File: config.mk
export PLATFORM = sky130hd
export DESIGN_NAME = clk_div_ctrl
export DESIGN_NICKNAME = d
export VERILOG_FILES = /design/src/rtl/clk_div_pkg.sv /design/src/rtl/clk_div_core.sv /design/src/rtl/clk_div_ctrl.sv
export SDC_FILE = /design/constraint.sdc
export NUM_CORES = 1
export LEC_CHECK = 0
export ABC_AREA = 1
export CAP_MARGIN = 20
export CORE_MARGIN = 8
export CORE_UTILIZATION = 49
export CTS_CLUSTER_DIAMETER = 120
export DETAILED_ROUTE_END_ITERATION = 8
export GPL_ROUTABILITY_DRIVEN = 0
export HOLD_SLACK_MARGIN = 0.06
export PLACE_DENSITY = 0.69
export SLEW_MARGIN = 20
export SYNTH_ARGS = -nofsm -noshare
export SYNTH_HDL_FRONTEND = slang
export SYNTH_SLANG_ARGS = --single-unit
File: constraint.sdc
create_clock -name clk -period 3 [get_ports clk]
set_input_delay 0.45 -clock clk [delete_from_list [all_inputs] [get_ports clk]]
set_output_delay 0.45 -clock clk [all_outputs]
set_load 0.005 [all_outputs]
File: src/rtl/clk_div_pkg.sv
// Shared types and constants for the divided-clock controller.
package clk_div_pkg;

    // Default width of the divide ratio and of the period counter.
    localparam int CNT_W_DEFAULT = 8;

    // Smallest ratio that still yields a high phase and a low phase.
    localparam int MIN_DIV = 2;

    typedef enum logic [1:0] {
        IDLE = 2'd0,
        RUN  = 2'd1,
        STOP = 2'd2
    } state_e;

    // Length of the high phase for ratio n: the ceiling of n/2, so odd
    // ratios carry the extra cycle in the high phase.
    function automatic int unsigned high_phase(input int unsigned n);
        return n - (n >> 1);
    endfunction

endpackage

File: src/rtl/clk_div_core.sv
// Period counter and registered divided-clock generator.
// run_i says the current cycle belongs to a period; run_next_i says the
// following cycle will too. The output register is loaded from the next
// counter value, so div_clk_o stays phase-aligned with the counter and
// rises in the very first cycle of a period.
module clk_div_core
    import clk_div_pkg::*;
#(
    parameter int CNT_W = CNT_W_DEFAULT
) (
    input  logic             clk,
    input  logic             rst,
    input  logic             run_i,
    input  logic             run_next_i,
    input  logic [CNT_W-1:0] div_i,
    output logic             tick_o,
    output logic             div_clk_o
);

    logic [CNT_W-1:0] cnt_q;
    logic [CNT_W-1:0] cnt_d;
    logic             div_clk_q;
    logic             div_clk_d;
    logic             last_cnt;

    assign last_cnt  = (cnt_q == div_i - CNT_W'(1));
    assign tick_o    = run_i && last_cnt;
    assign div_clk_o = div_clk_q;

    // Next counter value and next divided-clock level.
    always_comb begin
        // NOTE: every signal written here gets a default first, so no path
        // leaves a value unassigned and no latch is inferred.
        cnt_d = '0;
        if (run_i && !last_cnt) begin
            cnt_d = cnt_q + CNT_W'(1);
        end
        // A changed ratio only takes effect when cnt_d is 0, and 0 is always
        // inside the high phase, so comparing against the current ratio is safe.
        div_clk_d = run_next_i && (32'(cnt_d) < high_phase(32'(div_i)));
    end

    // Counter and output registers; reset forces the clock low at once.
    always_ff @(posedge clk or negedge rst) begin
        if (!rst) begin
            cnt_q     <= '0;
            div_clk_q <= 1'b0;
        end else begin
            // NOTE: state registers use non-blocking assignments so every
            // flop samples values from before the edge.
            cnt_q     <= cnt_d;
            div_clk_q <= div_clk_d;
        end
    end

endmodule

File: src/rtl/clk_div_ctrl.sv
// Divided-clock controller: run/stop sequencing, ratio configuration
// handshake and the pending-ratio register. Starting, stopping and ratio
// changes all take effect on period boundaries.
module clk_div_ctrl
    import clk_div_pkg::*;
#(
    parameter int CNT_W       = CNT_W_DEFAULT,
    parameter int DEFAULT_DIV = 2
) (
    input  logic             clk,
    input  logic             rst,
    input  logic             en,
    input  logic             cfg_valid,
    input  logic [CNT_W-1:0] cfg_div,
    output logic             cfg_ready,
    output logic             cfg_err,
    output logic             div_clk_o,
    output logic             tick,
    output logic             busy
);

    state_e           state_q;
    state_e           state_d;
    logic [CNT_W-1:0] div_reg_q;
    logic [CNT_W-1:0] div_reg_d;
    logic [CNT_W-1:0] pend_div_q;
    logic [CNT_W-1:0] pend_div_d;
    logic             pend_vld_q;
    logic             pend_vld_d;
    logic             cfg_err_q;
    logic             cfg_err_d;

    logic running;
    logic run_next;
    logic period_end;
    logic xfer;
    logic ratio_ok;

    assign running   = (state_q != IDLE);
    assign run_next  = (state_d != IDLE);
    assign cfg_ready = ~pend_vld_q;
    assign xfer      = cfg_valid && cfg_ready;
    assign ratio_ok  = (cfg_div >= CNT_W'(MIN_DIV));
    assign busy      = running;
    assign cfg_err   = cfg_err_q;
    assign tick      = period_end;

    clk_div_core #(
        .CNT_W(CNT_W)
    ) u_core (
        .clk       (clk),
        .rst       (rst),
        .run_i     (running),
        .run_next_i(run_next),
        .div_i     (div_reg_q),
        .tick_o    (period_end),
        .div_clk_o (div_clk_o)
    );

    // Run/stop sequencing: a started period always completes, and en
    // sampled in the last cycle of a period decides whether another follows.
    always_comb begin
        state_d = state_q;
        unique case (state_q)
            IDLE: begin
                if (en) state_d = RUN;
            end
            RUN: begin
                if (!en) state_d = period_end ? IDLE : STOP;
            end
            STOP: begin
                if (en)              state_d = RUN;
                else if (period_end) state_d = IDLE;
            end
            default: state_d = IDLE;
        endcase
    end

    // Ratio bookkeeping: apply a pending ratio at the boundary, accept new
    // ratios, flag invalid ones.
    always_comb begin
        div_reg_d  = div_reg_q;
        pend_div_d = pend_div_q;
        pend_vld_d = pend_vld_q;
        cfg_err_d  = 1'b0;

        if (period_end && pend_vld_q) begin
            div_reg_d  = pend_div_q;
            pend_vld_d = 1'b0;
        end

        // xfer implies no pending ratio, so this never collides with the
        // boundary update above.
        if (xfer) begin
            if (!ratio_ok) begin
                cfg_err_d = 1'b1;
            end else if (state_q == IDLE || state_d == IDLE) begin
                // Idle now, or idle after this final boundary: nothing is
                // running, so load directly and never leave a ratio pending
                // while idle.
                div_reg_d = cfg_div;
            end else begin
                pend_div_d = cfg_div;
                pend_vld_d = 1'b1;
            end
        end
    end

    // Controller registers; reset discards any pending ratio.
    always_ff @(posedge clk or negedge rst) begin
        if (!rst) begin
            state_q    <= IDLE;
            div_reg_q  <= CNT_W'(DEFAULT_DIV);
            pend_div_q <= '0;
            pend_vld_q <= 1'b0;
            cfg_err_q  <= 1'b0;
        end else begin
            state_q    <= state_d;
            div_reg_q  <= div_reg_d;
            pend_div_q <= pend_div_d;
            pend_vld_q <= pend_vld_d;
            cfg_err_q  <= cfg_err_d;
        end
    end

endmodule

==> results by group, run 1 <==
Run status
  – Outcome: complete, no violations

GRT
  – Total gr overflow: 0
  – Met2 usage: 24.66%
  – Vias in the first global route: 1705
  – Met1 Track Usage GR: 18.80%
  – Initial antenna violation count: 0
  – Busiest grt layer: met2
  – Tot GR Track Use: between 10% and 20%
  – Pin count of the biggest net entering global routing: 18
  – Wire length of the first global-routing pass: 7665 um
  – Met3 Track Usage GR: 3.282%

Timing
  – Final hold violation count: 0
  – Slew @ Worst Pin: 0.5966 ns
  – Final setup fails: 0
  – Setup TNS after final layout: 0 ns
  – Final worst slack: around 0.22 ns
  – Fin. max-slew vios: 0
  – Final critical-path required period: between 2 and 3 ns
  – Slew margin rel.: between 60% and 70%
  – Max Fclk: 359.6 MHz
  – Period utilisation layout: 92.68%
  – Fin Clk Skew: 0.007015 ns

Worst setup path
  – Worst reg-to-reg setup slack: 0.22 ns
  – Worst Path Required: 3.22 ns
  – Crit start category: register
  – Worst setup startpoint: div_reg_q[3]
  – Arr. time, crit path: 3.00 ns
  – Max stage delay cell, worst path: dfrtp_1
  – R2R depth: 17
  – Crit path to: u_core.div_clk_o
  – Setup crit end kind: register
  – Max incr delay on CP: 0.40 ns
  – Worst path cell trace: inv_1 > ha_4 > inv_1 > a21oi_1 > o31ai_2 > a21oi_2 > o21ai_2 > a21oi_1 > nor2_1 > nor2_1 > xor2_1 > ha_1 > nand2_1 > nor2_1 > a211oi_1 > nand2_1 > a21oi_1
  – Crit path max fanout: 4
  – Reg-to-Reg End: u_core.div_clk_o
  – Kind of critical path: register to register
  – Reg2reg start: div_reg_q[3]

Synthesis
  – Post-synthesis cell area: 0.002102 mm^2
  – Synthesis warning total: 0
  – Top cell type by total area after synthesis: dfrtp_1
  – Synth Area in Compound Gates: 8.988%
  – Synth Area in Simple Gates: roughly a quarter
  – Largest family of logic cells by synthesized area: simple AND/OR/NAND/NOR gates
  – Post-synthesis sequential area ratio: 34.58%
  – Mux share of post-synthesis cell area: 3.750%
  – Cells after Synth: 267
  – Register bit total from synthesis: 29
  – Syn_nets: 305
  – Unique masters post-synth: 28
  – Adder-cell share of the synthesized area: 15.83%
  – Synth top area share: around 33%
  – XOR/XNOR Fraction of Synth Area: 4.167%
  – Top cells by area, synth: dfrtp_1 (33%), ha_1 (15%), nand2_1 (12%)
  – Mean post-synth cell area: 7.873 um^2

Finish
  – FF/Latch Area: 726.9 um^2
  – Finished Layout Cells: 348
  – Final Instance Area: 0.002542 mm^2
  – Multi-input combinational cell area: 0.001261 mm^2
  – # nets final: approximately 330
  – # fillers: 385
  – Antenna diode count: 0
  – Layout area overhead: 20.95%
  – Layout cells sized above 1: 13.51%

Drt
  – DR DRC count: 0
  – Via count: 1755
  – DRT iter0 DRCs: 92
  – Vias per inst: 5.043
  – DRT Pass-1 Iters: 4
  – Drt wl/cell: 13.18 um
  – Antenna Nets Post-Route: 0
  – Post-Route WL: 4585 um

Clock network
  – CTS tree: built
  – Clock sinks: 29
  – Root Buffer: clkbuf_8
  – Clk slew on worst S/H paths: 0.07 ns
  – Clk_lat worst skew: between 0.2 and 0.3 ns
  – CTS Buffer Depth: 2
  – Max H-tree Level: 2
  – Post-CTS Hold Buffers: 0
  – CTS Buf Count: 5

Placed design
  – Placed Cells: 334
  – Placement Setup Slack: around 0.055 ns
  – Port-buffer cells: 16
  – Final HPWL DP: 3534 um
  – Placed Area: 0.002322 mm^2

Floorplanning
  – IO Pins: 17
  – Starting Density: around 50%
  – Core area: 0.004234 mm^2
  – Die area: 0.006641 mm^2
  – Die X-Extent: 81.50 um
  – Core Rows: 24
  – Die height: 81.50 um

Worst hold path
  – Hold crit path type: register to register

Power and ir drop
  – Power density cells: 382.1 mW/mm^2
  – Tot Pwr: 0.0009716 W
  – Cell leakage power: 1.336 nW
  – Peak supply drop: 0.0002600 V

Flow run
  – Max-cap viol count: 0
[how the worst min path moves through the flow]
stage                  start       endpoint  slack, ns  cells past startpoint
2_1_floorplan            rst        cfg_err       0.15                      0
3_3_place_gp   pend_div_q[1]  pend_div_q[1]       0.47                      2
3_5_place_dp   pend_div_q[5]  pend_div_q[5]       0.49                      1
4_1_cts        pend_div_q[5]  pend_div_q[5]       0.51                      1
5_1_grt        pend_div_q[3]  pend_div_q[3]       0.51                      1
6_report       pend_div_q[3]  pend_div_q[3]       0.51                      1
[cell type report]
type | count | share of cell area, %
clock buffer | 7 | 3.396
clock inverter | 1 | 1.181
inverter | 40 | 5.906
multi-input combinational | 195 | 49.61
sequential | 29 | 28.59
tap | 52 | 2.559
timing repair buffer | 24 | 8.760
[power breakdown]
group | leakage, nW | internal, W | total (W) | switching [W]
Combinational | 0.927 | 0.0000551 | 0.000130 | 0.0000747
Sequential | 0.350 | 0.000405 | 0.000415 | 0.0000102
Clock | 0.0585 | 0.000271 | 0.000426 | 0.000156
Total | 1.34 | 0.000731 | 0.000972 | 0.000241
[cells in the mapped netlist]
cell,count
a21o_1,2
clkbuf_1,1
o21ai_0,4
xnor2_1,3
a211oi_1,1
buf_6,1
a31oi_1,9
clkinv_1,1
xor2_1,7
ha_1,25
o21ai_4,1
inv_1,37
dfstp_2,1
nor3_1,5
dfrtp_1,28
nand3_1,21
a21oi_4,1
o31ai_1,1
nor4_1,1
buf_2,1
mux2_2,7
nand2_4,1
nor2_1,28
fa_1,1
a21oi_1,10
inv_2,2
nand3_2,2
nand2_1,65
[layout by cell type (no fill, tap or decap), drive strengths merged, types with 2 or more instances in the layout]
master         netlist  final
xor2                 7      7
dfrtp               28     28
a31oi                9      9
o21ai                5      5
nand3               23     23
clkbuf               1      7
inv                 39     39
clkdlybuf4s50        0     15
mux2                 7      7
xnor2                3      3
buf                  2      8
nand2               66     66
a21o                 2      2
a21oi               11     11
ha                  25     25
nor2                28     28
nor3                 5      5
[stage by stage]
step	util [%]	hold slack (ns)
after detailed placement	54.85	0.4943
final	60.05	0.5108
after global routing	60.05	0.5139
after CTS	57.95	0.5090
after floorplan	-	0.1544
after global placement	54.85	0.4655
[cells by family after synthesis]
| kind of cell | count (synthesis) |
|---|---|
| simple gates | 123 |
| flops | 29 |
| fa+ha+maj | 26 |
| mux | 7 |
| xor+xnor | 10 |
| buf+inv | 43 |
| compound gates | 29 |
[timing repair]
| action | in CTS | in global routing |
|---|---|---|
| buffers inserted | 1 | 5 |
| endpoints found under the hold margin | 0 | 0 |
| pin swaps | 1 | 3 |
| resized for setup | 2 | 11 |
| endpoints found under the setup margin | 1 | 2 |
[sequential cells by signal, indices dropped and copies added (netlist names)]
signal            cells
cfg_err               1
div_reg_q             8
pend_div_q            8
pend_vld_q            1
state_q               2
u_core.cnt_q          8
u_core.div_clk_o      1
[worst max-delay path: cells and delay by family, from the launching register on]
kind,cells,cell delay (ns)
simple gates,5,0.38
fa+ha+maj,2,0.59
compound gates,7,0.95
buf+inv,2,0.20
xor+xnor,1,0.19
flops,1,0.40
[routing by layer]
layer	vias to the layer above	part of all wire (%)
li1	911	-
met1	812	48
met2	25	47
met3	7	3.3
met4	0	1.4
met5	-	0
Note: power is estimated with default switching activity, not from simulation.
==> run 2: changes to the inputs <==
- CTS_CLUSTER_SIZE: default -> 12
==> results of run 2 <==
The final DEF is identical to that of run 1; final timing and power are the same.
